## src/rtl/pipe_pkg.sv

```systemverilog
// Shared constants and types for the pipeline demux datapath.
package pipe_pkg;

   localparam int unsigned DEMUX_DATA_W  = 8;
   localparam int unsigned DEMUX_MAX_OUT = 16;

   typedef logic [DEMUX_DATA_W-1:0] word_t;

endpackage

```

## src/rtl/demux_out_reg.sv

```systemverilog
// Single-entry valid/data holding register for one demux output channel.
// The data register is cleared whenever the entry empties, so the output is zero-gated.
module demux_out_reg
   import pipe_pkg::*;
#(
   parameter int unsigned DATA_W = DEMUX_DATA_W
) (
   input  logic              clk,
   input  logic              rst_n,
   input  logic              i_load,
   input  logic [DATA_W-1:0] i_data,
   input  logic              i_ready,
   output logic              o_valid,
   output logic [DATA_W-1:0] o_data
);

   logic              r_valid;
   logic [DATA_W-1:0] r_data;

   // A load wins over a drain, giving one word per cycle when the consumer is always ready.
   always_ff @(posedge clk) begin
      if (!rst_n) begin
         r_valid <= 1'b0;
         r_data  <= '0;
      end else if (i_load) begin
         r_valid <= 1'b1;
         r_data  <= i_data;
      end else if (r_valid && i_ready) begin
         r_valid <= 1'b0;
         r_data  <= '0;
      end
   end

   assign o_valid = r_valid;
   assign o_data  = r_data;

endmodule

```

## src/rtl/pipe_demux.sv

```systemverilog
// Registered 1-to-N demultiplexer with per-channel valid/ready and a one-word holding register.
// Optional broadcast input enabled by defining PIPE_DEMUX_BCAST_EN.
module pipe_demux
   import pipe_pkg::*;
#(
   parameter  int unsigned DATA_W = DEMUX_DATA_W,
   parameter  int unsigned N_OUT  = 2,
   localparam int unsigned SEL_W  = $clog2(N_OUT)
) (
   input  logic                    clk,
   input  logic                    rst_n,
   input  logic                    in_valid,
   output logic                    in_ready,
   input  logic [DATA_W-1:0]       in_data,
   input  logic [SEL_W-1:0]        in_sel,
`ifdef PIPE_DEMUX_BCAST_EN
   input  logic                    in_bcast,
`endif
   output logic [N_OUT-1:0]        out_valid,
   input  logic [N_OUT-1:0]        out_ready,
   output logic [N_OUT*DATA_W-1:0] out_data,
   output logic                    sel_err
);

   if (N_OUT < 2 || N_OUT > DEMUX_MAX_OUT) begin : g_bad_n_out
      $error("pipe_demux: N_OUT out of legal range");
   end

   logic             w_bcast;
   logic             w_in_range;
   logic             w_sel_free;
   logic             w_xfer;
   logic [N_OUT-1:0] w_ch_valid;
   logic [N_OUT-1:0] w_ch_free;
   logic [N_OUT-1:0] w_load;
   logic             r_sel_err;

`ifdef PIPE_DEMUX_BCAST_EN
   assign w_bcast = in_bcast;
`else
   assign w_bcast = 1'b0;
`endif

   // A channel can accept when it is empty or being drained this cycle.
   assign w_ch_free = ~w_ch_valid | out_ready;

   // Select decode; an index with no matching channel leaves the word free to drop.
   always_comb begin
      w_in_range = 1'b0;
      w_sel_free = 1'b1;
      for (int unsigned k = 0; k < N_OUT; k++) begin
         if (in_sel == SEL_W'(k)) begin
            w_in_range = 1'b1;
            w_sel_free = w_ch_free[k];
         end
      end
   end

   assign in_ready = w_bcast ? (&w_ch_free) : w_sel_free;
   assign w_xfer   = in_valid && in_ready;

   always_comb begin
      w_load = '0;
      for (int unsigned k = 0; k < N_OUT; k++) begin
         w_load[k] = w_xfer && (w_bcast || (in_sel == SEL_W'(k)));
      end
   end

   always_ff @(posedge clk) begin
      if (!rst_n) begin
         r_sel_err <= 1'b0;
      end else begin
         r_sel_err <= w_xfer && !w_bcast && !w_in_range;
      end
   end

   for (genvar k = 0; k < N_OUT; k++) begin : g_ch
      demux_out_reg #(
         .DATA_W (DATA_W)
      ) u_out_reg (
         .clk     (clk),
         .rst_n   (rst_n),
         .i_load  (w_load[k]),
         .i_data  (in_data),
         .i_ready (out_ready[k]),
         .o_valid (w_ch_valid[k]),
         .o_data  (out_data[k*DATA_W +: DATA_W])
      );
   end

   assign out_valid = w_ch_valid;
   assign sel_err   = r_sel_err;

endmodule

```

## config.mk

```make
export PLATFORM = sky130hd
export DESIGN_NAME = pipe_demux
export DESIGN_NICKNAME = d
export VERILOG_FILES = /design/src/rtl/pipe_pkg.sv /design/src/rtl/demux_out_reg.sv /design/src/rtl/pipe_demux.sv
export SDC_FILE = /design/constraint.sdc
export NUM_CORES = 1
export LEC_CHECK = 0
export CORE_MARGIN = 10
export CORE_UTILIZATION = 37
export DETAILED_ROUTE_END_ITERATION = 10
export PLACE_DENSITY_LB_ADDON = 0.12
export SLEW_MARGIN = 10
export SYNTH_ARGS = -nofsm -noshare
export SYNTH_HDL_FRONTEND = slang
export SYNTH_SLANG_ARGS = --single-unit
```

## constraint.sdc

```tcl
create_clock -name clk -period 1.4 [get_ports clk]
set_input_delay 0.21 -clock clk [delete_from_list [all_inputs] [get_ports clk]]
set_output_delay 0.21 -clock clk [all_outputs]
set_load 0.02 [all_outputs]
```

==> key figures <==
Clock network
  – Post_cts resized: 23
  – Clock root buffer: clkbuf_4
  – Post-CTS setup buffer count: 0
  – Max clock buf depth: 2
  – Reg clk slew, reported paths: about 0.10 ns
  – H-tree levels: 1
  – TritonCTS clock tree: done
  – TritonCTS Buffers: 3
  – CTS sink count: 18
  – Post-CTS Hold Buffers: 0
  – Clk_lat worst skew: slightly below 0.3 ns

Timing
  – Period minus WS final: approximately 1.3 ns
  – Clk_skew: around 0.0035 ns
  – Max Slew Vio Count: 0
  – RSZ-0062 raised after global routing: false
  – Final Hold Viols: 0
  – Final setup viols: 0
  – Final worst slack: about 0.091 ns
  – Fin crit share: roughly 94%
  – Fmax: about 0.76 GHz

Synthesis
  – Mapped cell area: between 600 and 700 sq um
  – Syn Area/Cell: around 12 sq um
  – Synth top area share: about 55%
  – Flops & latches, synth: 18
  – Syn nets: between 60 and 70
  – Cells after synthesis: 53
  – Yosys top cell by area: dfxtp_1
  – Ys Warns: 0
  – Synth unique cells: 15
  – Sequential element share of the synthesized area: 55.1%
  – Synth area leaders: dfxtp_1, a32o_1, buf_4

Floorplan
  – Core area: about 1700 sq um
  – Die height: 62.1 um
  – IO Pins: 34
  – Initial Utilization: between 30% and 40%
  – # rows: 15
  – Width of the die: around 62 um
  – Die area: between 3000 and 4000 sq um

Critical path
  – Req. time, crit path: 1.19 ns
  – CP Capture Type: primary output
  – Crit path launch: g_ch[1].u_out_reg.o_valid$_SDFFE_PN0P_
  – Critical path type: flip-flop to primary output
  – Reg-to-reg endpoint: g_ch[0].u_out_reg.o_data[6]$_SDFFE_PN0P_
  – Worst R2R Setup Slack: roughly 0.14 ns
  – R2R Path Start: g_ch[0].u_out_reg.o_valid$_SDFFE_PN0P_
  – CP arrival: roughly 1.1 ns
  – Worst Setup Start Kind: flip-flop
  – Crit path max fanout: 2
  – R2R cell count: 3

Global route
  – Largest net degree at the start of global routing: 11
  – Vias in the first global route: around 620
  – Grt ovf: 0
  – Gr usage total: 9.68%
  – First-pass GRT wire length: between 2000 and 3000 um
  – Initial antenna violation count: 0

Power
  – Leak Pwr: about 0.48 nW
  – Pwr dens: roughly 1000 nW/um^2
  – Peak supply drop: between 0.6 and 0.7 mV
  – Pwr Total: 1.07 mW

Hold path
  – Class of the worst hold path: flip-flop to flip-flop
  – Hold depth: 1
  – WHS Endpoint: g_ch[0].u_out_reg.o_data[1]$_SDFFE_PN0P_
  – HP Start: g_ch[0].u_out_reg.o_data[1]$_SDFFE_PN0P_

Routing
  – Vias/cell: around 5.2
  – Vias: about 600
  – Avg WL per Cell: about 16 um
  – Routed wire length: 1840 um
  – DRC: 0
  – Post-DRT Antenna Nets: 0
  – DR iter-0 viols: 17
  – Router iterations before antenna repair: 4

Finish
  – Antenna diode count: 0
  – Core Util, Final: 61.7%
  – Layout cells sized above 1: 18.5%
  – Storage element area: approximately 360 sq um
  – Nets@finish: roughly 110
  – Layout fillers: approximately 170
  – Combined area of the multi-input logic cells: approximately 270 sq um
  – Layout Area Growth over Synthesis: 61.0%

Placement
  – GPL Wtd Cong: around 0.70
  – Post-DP HPWL: about 1400 um
  – Port-buffer cells: 32
  – Setup WS pre-CTS: -0.363 ns

Outcome
  – Status: completed

Flow run
  – MaxCap Viol Count: 0
critical path, stage by stage, from the launching register on:
cell and delay (ns):
dfxtp_1 0.35, nor2b_1 0.21, mux2i_1 0.10, buf_2 0.17
routing by layer:
layer | wire length [um] | global-route usage, % | vias to the layer above
met2 | 984 | 18.0 | 28
met4 | 5 | 1.91 | 0
met5 | 0 | 0 | -
li1 | - | - | 287
met3 | 202 | 2.64 | 2
met1 | 650 | 10.7 | 286
final cells by class:
cell class                 instances  share of cell area [%]
sequential                        18                    34.2
timing repair buffer              40                    33.5
multi-input combinational         29                    25.5
clock buffer                       4                    3.44
tap                               25                    2.97
inverter                           1                   0.356
cells by family (layout without fill, tap and decap cells):
family | count (synthesis) | in the layout | share of synthesized area [%]
and+or+nand+nor | 7 | 7 | 7.27
AOI/OAI and AO/OA | 20 | 20 | 30.0
muxes | 1 | 1 | 1.53
other | 1 | 1 | 0.573
buffers and inverters | 6 | 45 | 5.54
DFF | 18 | 18 | 55.1
state kept, by name (all words and copies together), names as in the netlist:
name,count
g_ch.u_out_reg.o_valid,2
g_ch.u_out_reg.o_data,16
worst max path at each step:
stage | endpoint | slack (ns) | depth (start not counted)
after detailed placement | in_ready | -0.36 | 4
after CTS | g_ch[1].u_out_reg.o_data[0]$_SDFFE_PN0P_ | 0.04 | 6
after global placement | in_ready | -0.35 | 4
final | in_ready | 0.09 | 3
after floorplan | g_ch[0].u_out_reg.o_data[0]$_SDFFE_PN0P_ | 0.33 | 2
after global routing | g_ch[1].u_out_reg.o_data[0]$_SDFFE_PN0P_ | 0.02 | 5
synth_stat cells:
cell type / n
a32o_1: 16
buf_2: 2
buf_4: 3
conb_1: 1
dfxtp_1: 18
inv_1: 1
mux2i_1: 1
nand2_1: 3
nor2_2: 1
nor2b_1: 1
nor2b_4: 1
nor3_2: 1
o211a_1: 1
o21a_1: 2
o311a_2: 1
cells in the final DEF, fill, tap and decap left out, types with 2 or more instances in the layout:
cell             count
dfxtp_1             18
dlygate4sd2_1       18
a32o_1              16
clkdlybuf4s50_1     13
buf_4                8
nand2_1              3
clkbuf_4             3
o21a_1               2
metrics by stage:
step / instance area, sq um / setup TNS, ns / std cells / hold slack (ns)
global placement: 1030 / -4.80 / 113 / 0.449
global route: 1050 / 0 / 117 / 0.486
detailed placement: 1030 / -5.10 / 113 / 0.454
floorplan: 654 / 0 / 53 / 0.364
finish: 1050 / 0 / 117 / 0.470
CTS: 1050 / 0 / 117 / 0.473
where the power goes:
part / internal (mW) / switching [mW] / leakage (nW) / total, mW
sequential: 0.538 / 0.0121 / 0.147 / 0.550
combinational: 0.100 / 0.104 / 0.311 / 0.204
clock: 0.158 / 0.154 / 0.0210 / 0.312
total: 0.796 / 0.270 / 0.479 / 1.07
No activity file was read; power rests on OpenSTA's default activity.
